<file path="src/rtl/fetch_sequencer.sv">
// Instruction-fetch and control-flow sequencer: drives the ROM address from the PC,
// registers the instruction word and steers the PC load for jumps, reset and halt.
module fetch_sequencer #(
  parameter int unsigned     AW        = 4,
  parameter int unsigned     OPW       = 4,
  parameter logic [AW-1:0]   RESET_VEC = '0,
  parameter logic [OPW-1:0]  OP_JMP    = 4'hC,
  parameter logic [OPW-1:0]  OP_JZ     = 4'hD,
  parameter logic [OPW-1:0]  OP_HLT    = 4'hF
) (
  input  logic              clk,
  input  logic              rst,
  input  logic              start,
  input  logic [AW-1:0]     pc,
  input  logic              zf,
  output logic [AW-1:0]     rom_addr,
  input  logic [OPW+AW-1:0] rom_data,
  output logic              jmp,
  output logic [AW-1:0]     jmp_addr,
  output logic [OPW-1:0]    op,
  output logic [AW-1:0]     imm,
  output logic [AW-1:0]     ir_pc,
  output logic              exec_valid,
  output logic              halted
);

  typedef enum logic [1:0] {
    S_IDLE = 2'd0,
    S_RUN  = 2'd1,
    S_HALT = 2'd2
  } state_t;

  state_t             state, state_nxt;
  logic [OPW+AW-1:0]  ir;
  logic               ir_valid;
  logic               is_ctrl;

  assign rom_addr = pc;
  assign op       = ir[OPW+AW-1:AW];
  assign imm      = ir[AW-1:0];
  assign is_ctrl  = (op == OP_JMP) || (op == OP_JZ) || (op == OP_HLT);

  always_ff @(posedge clk) begin
    if (rst) state <= S_IDLE;
    else     state <= state_nxt;
  end

  always_comb begin
    state_nxt = state;
    case (state)
      S_IDLE:  if (start) state_nxt = S_RUN;
      S_RUN:   if (ir_valid && op == OP_HLT) state_nxt = S_HALT;
      S_HALT:  state_nxt = S_HALT;
      default: state_nxt = S_IDLE;
    endcase
  end

  always_comb begin
    jmp        = 1'b0;
    jmp_addr   = imm;
    exec_valid = 1'b0;
    halted     = 1'b0;
    case (state)
      S_IDLE: begin
        jmp      = 1'b1;
        jmp_addr = RESET_VEC;
      end
      S_RUN: begin
        if (ir_valid) begin
          if (op == OP_JMP) begin
            jmp = 1'b1;
          end else if (op == OP_JZ) begin
            jmp = zf;
          end else if (op == OP_HLT) begin
            jmp      = 1'b1;
            jmp_addr = ir_pc;
          end
          exec_valid = ~is_ctrl;
        end
      end
      S_HALT: begin
        jmp      = 1'b1;
        jmp_addr = ir_pc;
        halted   = 1'b1;
      end
      default: begin
        jmp      = 1'b1;
        jmp_addr = RESET_VEC;
      end
    endcase
  end

  // The IR also holds on the RUN->HALT edge so ir_pc keeps the HALT's own address.
  always_ff @(posedge clk) begin
    if (rst) begin
      ir       <= '0;
      ir_pc    <= '0;
      ir_valid <= 1'b0;
    end else if (state == S_IDLE || (state == S_RUN && state_nxt == S_RUN)) begin
      ir       <= rom_data;
      ir_pc    <= pc;
      ir_valid <= ~jmp;
    end
  end

endmodule

</file>
<file path="config.mk">
export PLATFORM = sky130hd
export DESIGN_NAME = fetch_sequencer
export DESIGN_NICKNAME = d
export VERILOG_FILES = /design/src/rtl/fetch_sequencer.sv
export SDC_FILE = /design/constraint.sdc
export NUM_CORES = 1
export LEC_CHECK = 0
export CAP_MARGIN = 15
export CORE_ASPECT_RATIO = 0.8
export CORE_MARGIN = 4
export CORE_UTILIZATION = 30
export DETAILED_ROUTE_END_ITERATION = 10
export PLACE_DENSITY = 0.72
export REMOVE_ABC_BUFFERS = 1
export SLEW_MARGIN = 20
export SYNTH_ARGS = -nofsm -noshare
export SYNTH_HDL_FRONTEND = slang
export SYNTH_SLANG_ARGS = --single-unit
</file>
<file path="constraint.sdc">
create_clock -name clk -period 1.5 [get_ports clk]
set_clock_uncertainty 0.05 [all_clocks]
set_input_delay 0.225 -clock clk [delete_from_list [all_inputs] [get_ports clk]]
set_output_delay 0.225 -clock clk [all_outputs]
set_load 0.05 [all_outputs]
</file>
==> run metrics, run 1 <==
WP data required 1.22 ns; max-cap violations 0; GPL Wtd Cong 0.794; first drt pass iteration count 4; CTS Sinks 15; ANT cells 0; # fillers 199; Clock Tree Root clkbuf_4; critical path endpoint category output port; WS Path Type flip-flop to output port; slew margin rel. 82.3%; DP Worst Slack -0.416 ns; post-synthesis sequential area ratio 35.1%; DIE AREA 0.00378 sq mm; Reg clk slew, reported paths 0.09 ns; total grt overflow 0; crit path launch type flip-flop; number of synthesized register bits 15; GRT Total Usage 14.5%; critical path, cell by cell inv_2, ha_4, nand2_4, a31oi_4, a22o_1, buf_12; Hold Crit Class primary input to flip-flop; Synth cell types 25; outcome finished with violations; Final Setup Violations 20; Core Area 0.00274 sq mm; initial antenna violation count 0; Worst VDD drop 0.526 mV; Power Internal 0.879 mW; DRC viols 0; worst hold slack 0.427 ns; switching power 0.495 mW; Die Ht 55.8 um; yosys warns 0; fin worst setup slack -0.380 ns; RSZ-0062 raised after global routing yes; CTS Buf Count 3; DR vias 893; drt total wl 2.59 mm; initial DRC count 34; H-tree Lvls 1; Synth Area per Inst 8.82 sq um; Min Clock Period, post-route 1.88 ns; multi-input logic area 591 sq um; r2r setup slk -0.19 ns; CP max stage cell dfxtp_2; num rows 17; I/O Buffers 38; share of layout cells above drive strength 1 45.8%; global-route wire length before repair 4.15 mm; DR WL/cell 13.5 um; I/O pin total 39; Worst Setup SP state[0]; count of pins over their slew limit 0; Longest Clk Path Bufs 2; Tightest Pin Transition 0.264 ns; Mapped Cells 97; Yosys top cell area share 35.1%; Synth area leader dfxtp_1; Comb power frac 48.3%; Final Util 65.1%; most area-consuming cells after synthesis dfxtp_1 35%, mux2i_1 15%, nand2_1 14%; clock power share 17.0%; final worst-path cycle share 125%; largest net degree at the start of global routing 17; vias in the first global route 899; TritonCTS clock tree built; DP HPWL 1.97 mm; DRT antenna net count 0; failing checks setup timing; Reg2Reg Capture Point ir[2]; Leakage 0.729 nW; Clock Latency Late Sink 0.28 ns; Net Sw Frac 36.0%; worst-path maximum fanout 4; R2R Path Start state[1]; setup TNS -4.14 ns; area grow syn2layout 109%; register area 308 sq um; CP max stage delay 0.34 ns; layout net count 174; die width 67.7 um; Hold Fails Final Rpt 0; CTS Hold Bufs 0; CP Capture Point jmp_addr[2]; Pwr Density 770 mW/mm^2; CP Data Arrival Time 1.60 ns; Cell Area, Synth 856 sq um; r2r worst-path depth 9; post-DR vias/cell 4.68; starting density of the core 31.2%; fmax 0.532 GHz; Seq pwr share 34.7%
-- state kept, by name, summed over array words and instances, names as in the netlist --
signal    flops
ir_valid      1
state         2
ir_pc         4
ir            8
-- Yosys cell counts --
library cell,n
dfxtp_1,15
o21ai_0,5
nand2b_1,1
a21oi_1,1
nand3_1,1
clkbuf_1,2
a31oi_1,2
nand2_1,31
nor2b_1,1
mux2i_1,13
clkinv_1,1
buf_6,1
a31oi_4,1
a22o_1,4
nor3b_1,1
buf_2,1
ha_1,4
nand3_4,1
a41oi_1,1
inv_1,2
o211ai_1,1
nor2_1,1
nor4_4,1
and3_4,1
buf_4,4
-- layout make-up --
cell class / instances / share of cell area [%]
inverters: 3 / 0.631
flip-flops and latches: 15 / 17.2
clock buffers: 4 / 1.47
repair buffers: 60 / 44.9
multi-input cells: 71 / 33.1
well taps: 38 / 2.66
-- critical path: cells and delay by family (launching register included) --
| kind | cells | cell delay [ns] |
|---|---|---|
| AO/OA/AOI/OAI | 2 | 0.43 |
| flip-flops | 1 | 0.34 |
| adder cells (fa/ha/maj) | 1 | 0.27 |
| buffers and inverters | 2 | 0.21 |
| AND/OR/NAND/NOR | 1 | 0.06 |
-- logic make-up (layout without fill, tap and decap cells) --
kind of cell,Yosys count,count (layout),synth area share (%)
simple gates,39,39,22.8
flops,15,15,35.1
buf+inv,11,67,7.60
mux,13,13,15.2
fa+ha+maj,4,4,5.85
compound gates,15,15,13.4
-- cells in the final DEF, fill, tap and decap left out, drive strengths merged, types with 2 or more instances in the layout --
master / instances
nand3: 2
clkdlybuf4s50: 15
a22o: 4
ha: 4
inv: 2
a31oi: 3
buf: 45
o21ai: 5
clkbuf: 4
dfxtp: 15
mux2i: 13
nand2: 31
-- worst min-delay path by stage --
stage / start / endpoint / slack (ns) / cells after the start
after floorplan: start / state[0] / 0.31 / 2
after global placement: ir_valid / ir_valid / 0.42 / 2
after detailed placement: ir_valid / ir_valid / 0.43 / 2
after CTS: rom_data[6] / ir[6] / 0.42 / 3
after global routing: rom_data[6] / ir[6] / 0.42 / 3
final: rom_data[6] / ir[6] / 0.43 / 3
-- metal layers --
metal | routed length, um | GRT usage (%) | share of wire, % | vias to the layer above
li1 | - | - | - | 439
met1 | 1000 | 16.0 | 39 | 430
met2 | 1410 | 25.7 | 55 | 22
met3 | 139 | 4.04 | 5.4 | 2
met4 | 34 | 5.20 | 1.3 | 0
met5 | 0 | 0 | 0 | -
-- metrics by stage --
step / cell area (sq um) / cells / power (mW)
2_1_floorplan: 802 / 89 / 0.732
3_3_place_gp: 1600 / 183 / 1.06
3_5_place_dp: 1600 / 183 / 1.07
4_1_cts: 1710 / 188 / 1.35
5_1_grt: 1790 / 191 / 1.44
6_report: 1790 / 191 / 1.37
-- timing repair --
item                       CTS  global route
setup endpoints to repair   20            22
pin swaps                    8             3
gates resized for setup     23            11
setup buffers                1             3
-- power by group through the flow --
stage	logic (mW)	registers, mW	clock network, mW
2_1_floorplan	0.149	0.582	0
3_3_place_gp	0.576	0.480	0
3_5_place_dp	0.587	0.483	0
4_1_cts	0.626	0.477	0.242
5_1_grt	0.696	0.482	0.263
6_report	0.664	0.477	0.234
Note: power is estimated with default switching activity, not from simulation.
==> inputs of run 2 (changes only) <==
Settings changed: CORE_MARGIN 4 to default.
==> run 2 against run 1 <==
Effect of this change:
- the flow still finishes with violations (setup timing)
- total power rose by 2.7%
- combinational power grew 4.1%
- first-iteration DRC count rose by 5.9%
- clock-buffer cell count did not move
- routed wire length up 10%
- setup slack got worse by 0.032 ns
- critical path type unchanged
- hold slack worse by 0.00092 ns
- utilization grew 5.2 points
- highest routed layer unchanged
- critical path depth stayed put
==> run metrics, run 2 (synthesis results as in run 1) <==
met1 usage 25.4%; Core Area 0.00256 sq mm; final worst-path cycle share 127%; GRT Total Usage 20.7%; total grt overflow 0; fin worst setup slack -0.411 ns; Final Setup Violations 21; # fillers 204; num rows 16; global-route wire length before repair 4.52 mm; layout net count 173; first drt pass iteration count 4; WP data required 1.22 ns; commonest non-fill, non-tap cells in the layout 28 x nand2_1, 23 x buf_12, 15 x clkdlybuf4s50_1; most common cell after layout, fill and taps aside nand2_1; DP HPWL 1.89 mm; critical path endpoint category output port; DP Worst Slack -0.374 ns; Tightest Pin Transition 0.280 ns; CP max stage delay 0.34 ns; dpl cells 181; outcome finished with violations; post-DR vias/cell 4.67; worst-path maximum fanout 4; CP max stage cell dfxtp_2; count of pins over their slew limit 0; Clock Tree Root clkbuf_4; Hold Crit Class primary input to flip-flop; ANT cells 0; drt total wl 2.85 mm; max FFs per register 8; overall power 1.41 mW; vias in the first global route 905; Clock Latency Late Sink 0.29 ns; Top Registers ir: 8 flops, ir_pc: 4 flops, state: 2 flops; Leakage 0.717 nW; max-cap violations 0; TritonCTS clock tree built; DR vias 878; design area 0.00180 sq mm; crit path launch type flip-flop; RSZ-0062 raised after global routing yes; initial antenna violation count 0; GPL Wtd Cong 0.738; fmax 0.523 GHz; CTS Hold Bufs 0; cell area after placement 0.00159 sq mm; WS Path Type flip-flop to output port; H-tree Lvls 1; GRT met3 Usage 7.61%; I/O Buffers 38; DR WL/cell 15.2 um; met2 GRT Util 33.7%; Worst VDD drop 0.572 mV; Reg clk slew, reported paths 0.09 ns; Longest Clk Path Bufs 2; Final Util 70.3%; gr busiest metal met2; Hold Fails Final Rpt 0; worst hold slack 0.426 ns; Pwr Density 783 mW/mm^2; DRT antenna net count 0; CTS Buf Count 3; slew margin rel. 81.2%; sum of buffers and inverters on the critical path 2; Top reg by flops ir; CP Data Arrival Time 1.64 ns; critical path, cell by cell inv_2, ha_4, nand2_4, a31oi_4, a22o_1, buf_12; largest net degree at the start of global routing 19; die width 61.7 um; starting density of the core 33.4%; Die Ht 49.8 um; DIE AREA 0.00307 sq mm; I/O pin total 39; final cell count without fillers 188; failing checks setup timing; area grow syn2layout 111%; initial DRC count 36; setup TNS -4.59 ns; Min Clock Period, post-route 1.91 ns; Top delay family on crit path compound AO/OA/AOI/OAI gates; DRC viols 0; CTS Sinks 15; share of layout cells above drive strength 1 48.7%
[run 2: cell count changes in the layout (fill, tap and decap cells not counted), sizes merged]
cell	previous run	this run
buf	45	44
[run 2: final cells by class]
| cell class | count | area (sq um) | area share [%] |
|---|---|---|---|
| well taps | 36 | 45.0 | 2.50 |
| flip-flops and latches | 15 | 307 | 17.0 |
| repair buffers | 59 | 798 | 44.3 |
| inverters | 3 | 11.3 | 0.625 |
| clock buffers | 4 | 26.3 | 1.46 |
| multi-input cells | 71 | 614 | 34.1 |
[run 2: power breakdown]
part	total [mW]	switching (mW)	internal [mW]	leakage [nW]
clock	0.240	0.137	0.103	0.0150
combinational	0.691	0.342	0.349	0.576
sequential	0.480	0.0421	0.438	0.126
total	1.41	0.521	0.890	0.717
[run 2: repair_timing]
| item | CTS | global route |
|---|---|---|
| setup buffers | 3 | 2 |
| pin swaps | 10 | 5 |
| hold endpoints to repair | 0 | 0 |
| resized for setup | 32 | 12 |
| endpoints found under the setup margin | 20 | 22 |
[run 2: per-layer routing]
| metal | vias to the layer above | routed length [um] |
|---|---|---|
| met5 | - | 0 |
| met3 | 2 | 213 |
| met2 | 31 | 1440 |
| met4 | 0 | 14 |
| li1 | 441 | - |
| met1 | 404 | 1180 |
[run 2: final timing paths]
check	end	slack (ns)	startpoint	cells past startpoint
max	jmp_addr[3]	-0.41	state[0]	6
min	ir[1]	0.43	rom_data[1]	3
max reg2reg	ir[2]	-0.22	state[1]	9
min reg2reg	ir_valid	0.47	ir_valid	2
[run 2: worst register-to-register path: stages, from the launching register on]
cell and delay, ns:
dfxtp_2 0.34, inv_2 0.05, buf_6 0.11, ha_4 0.17, buf_6 0.11, buf_6 0.12, buf_6 0.12, a31oi_4 0.16
buf_6 0.18, mux2i_2 0.22
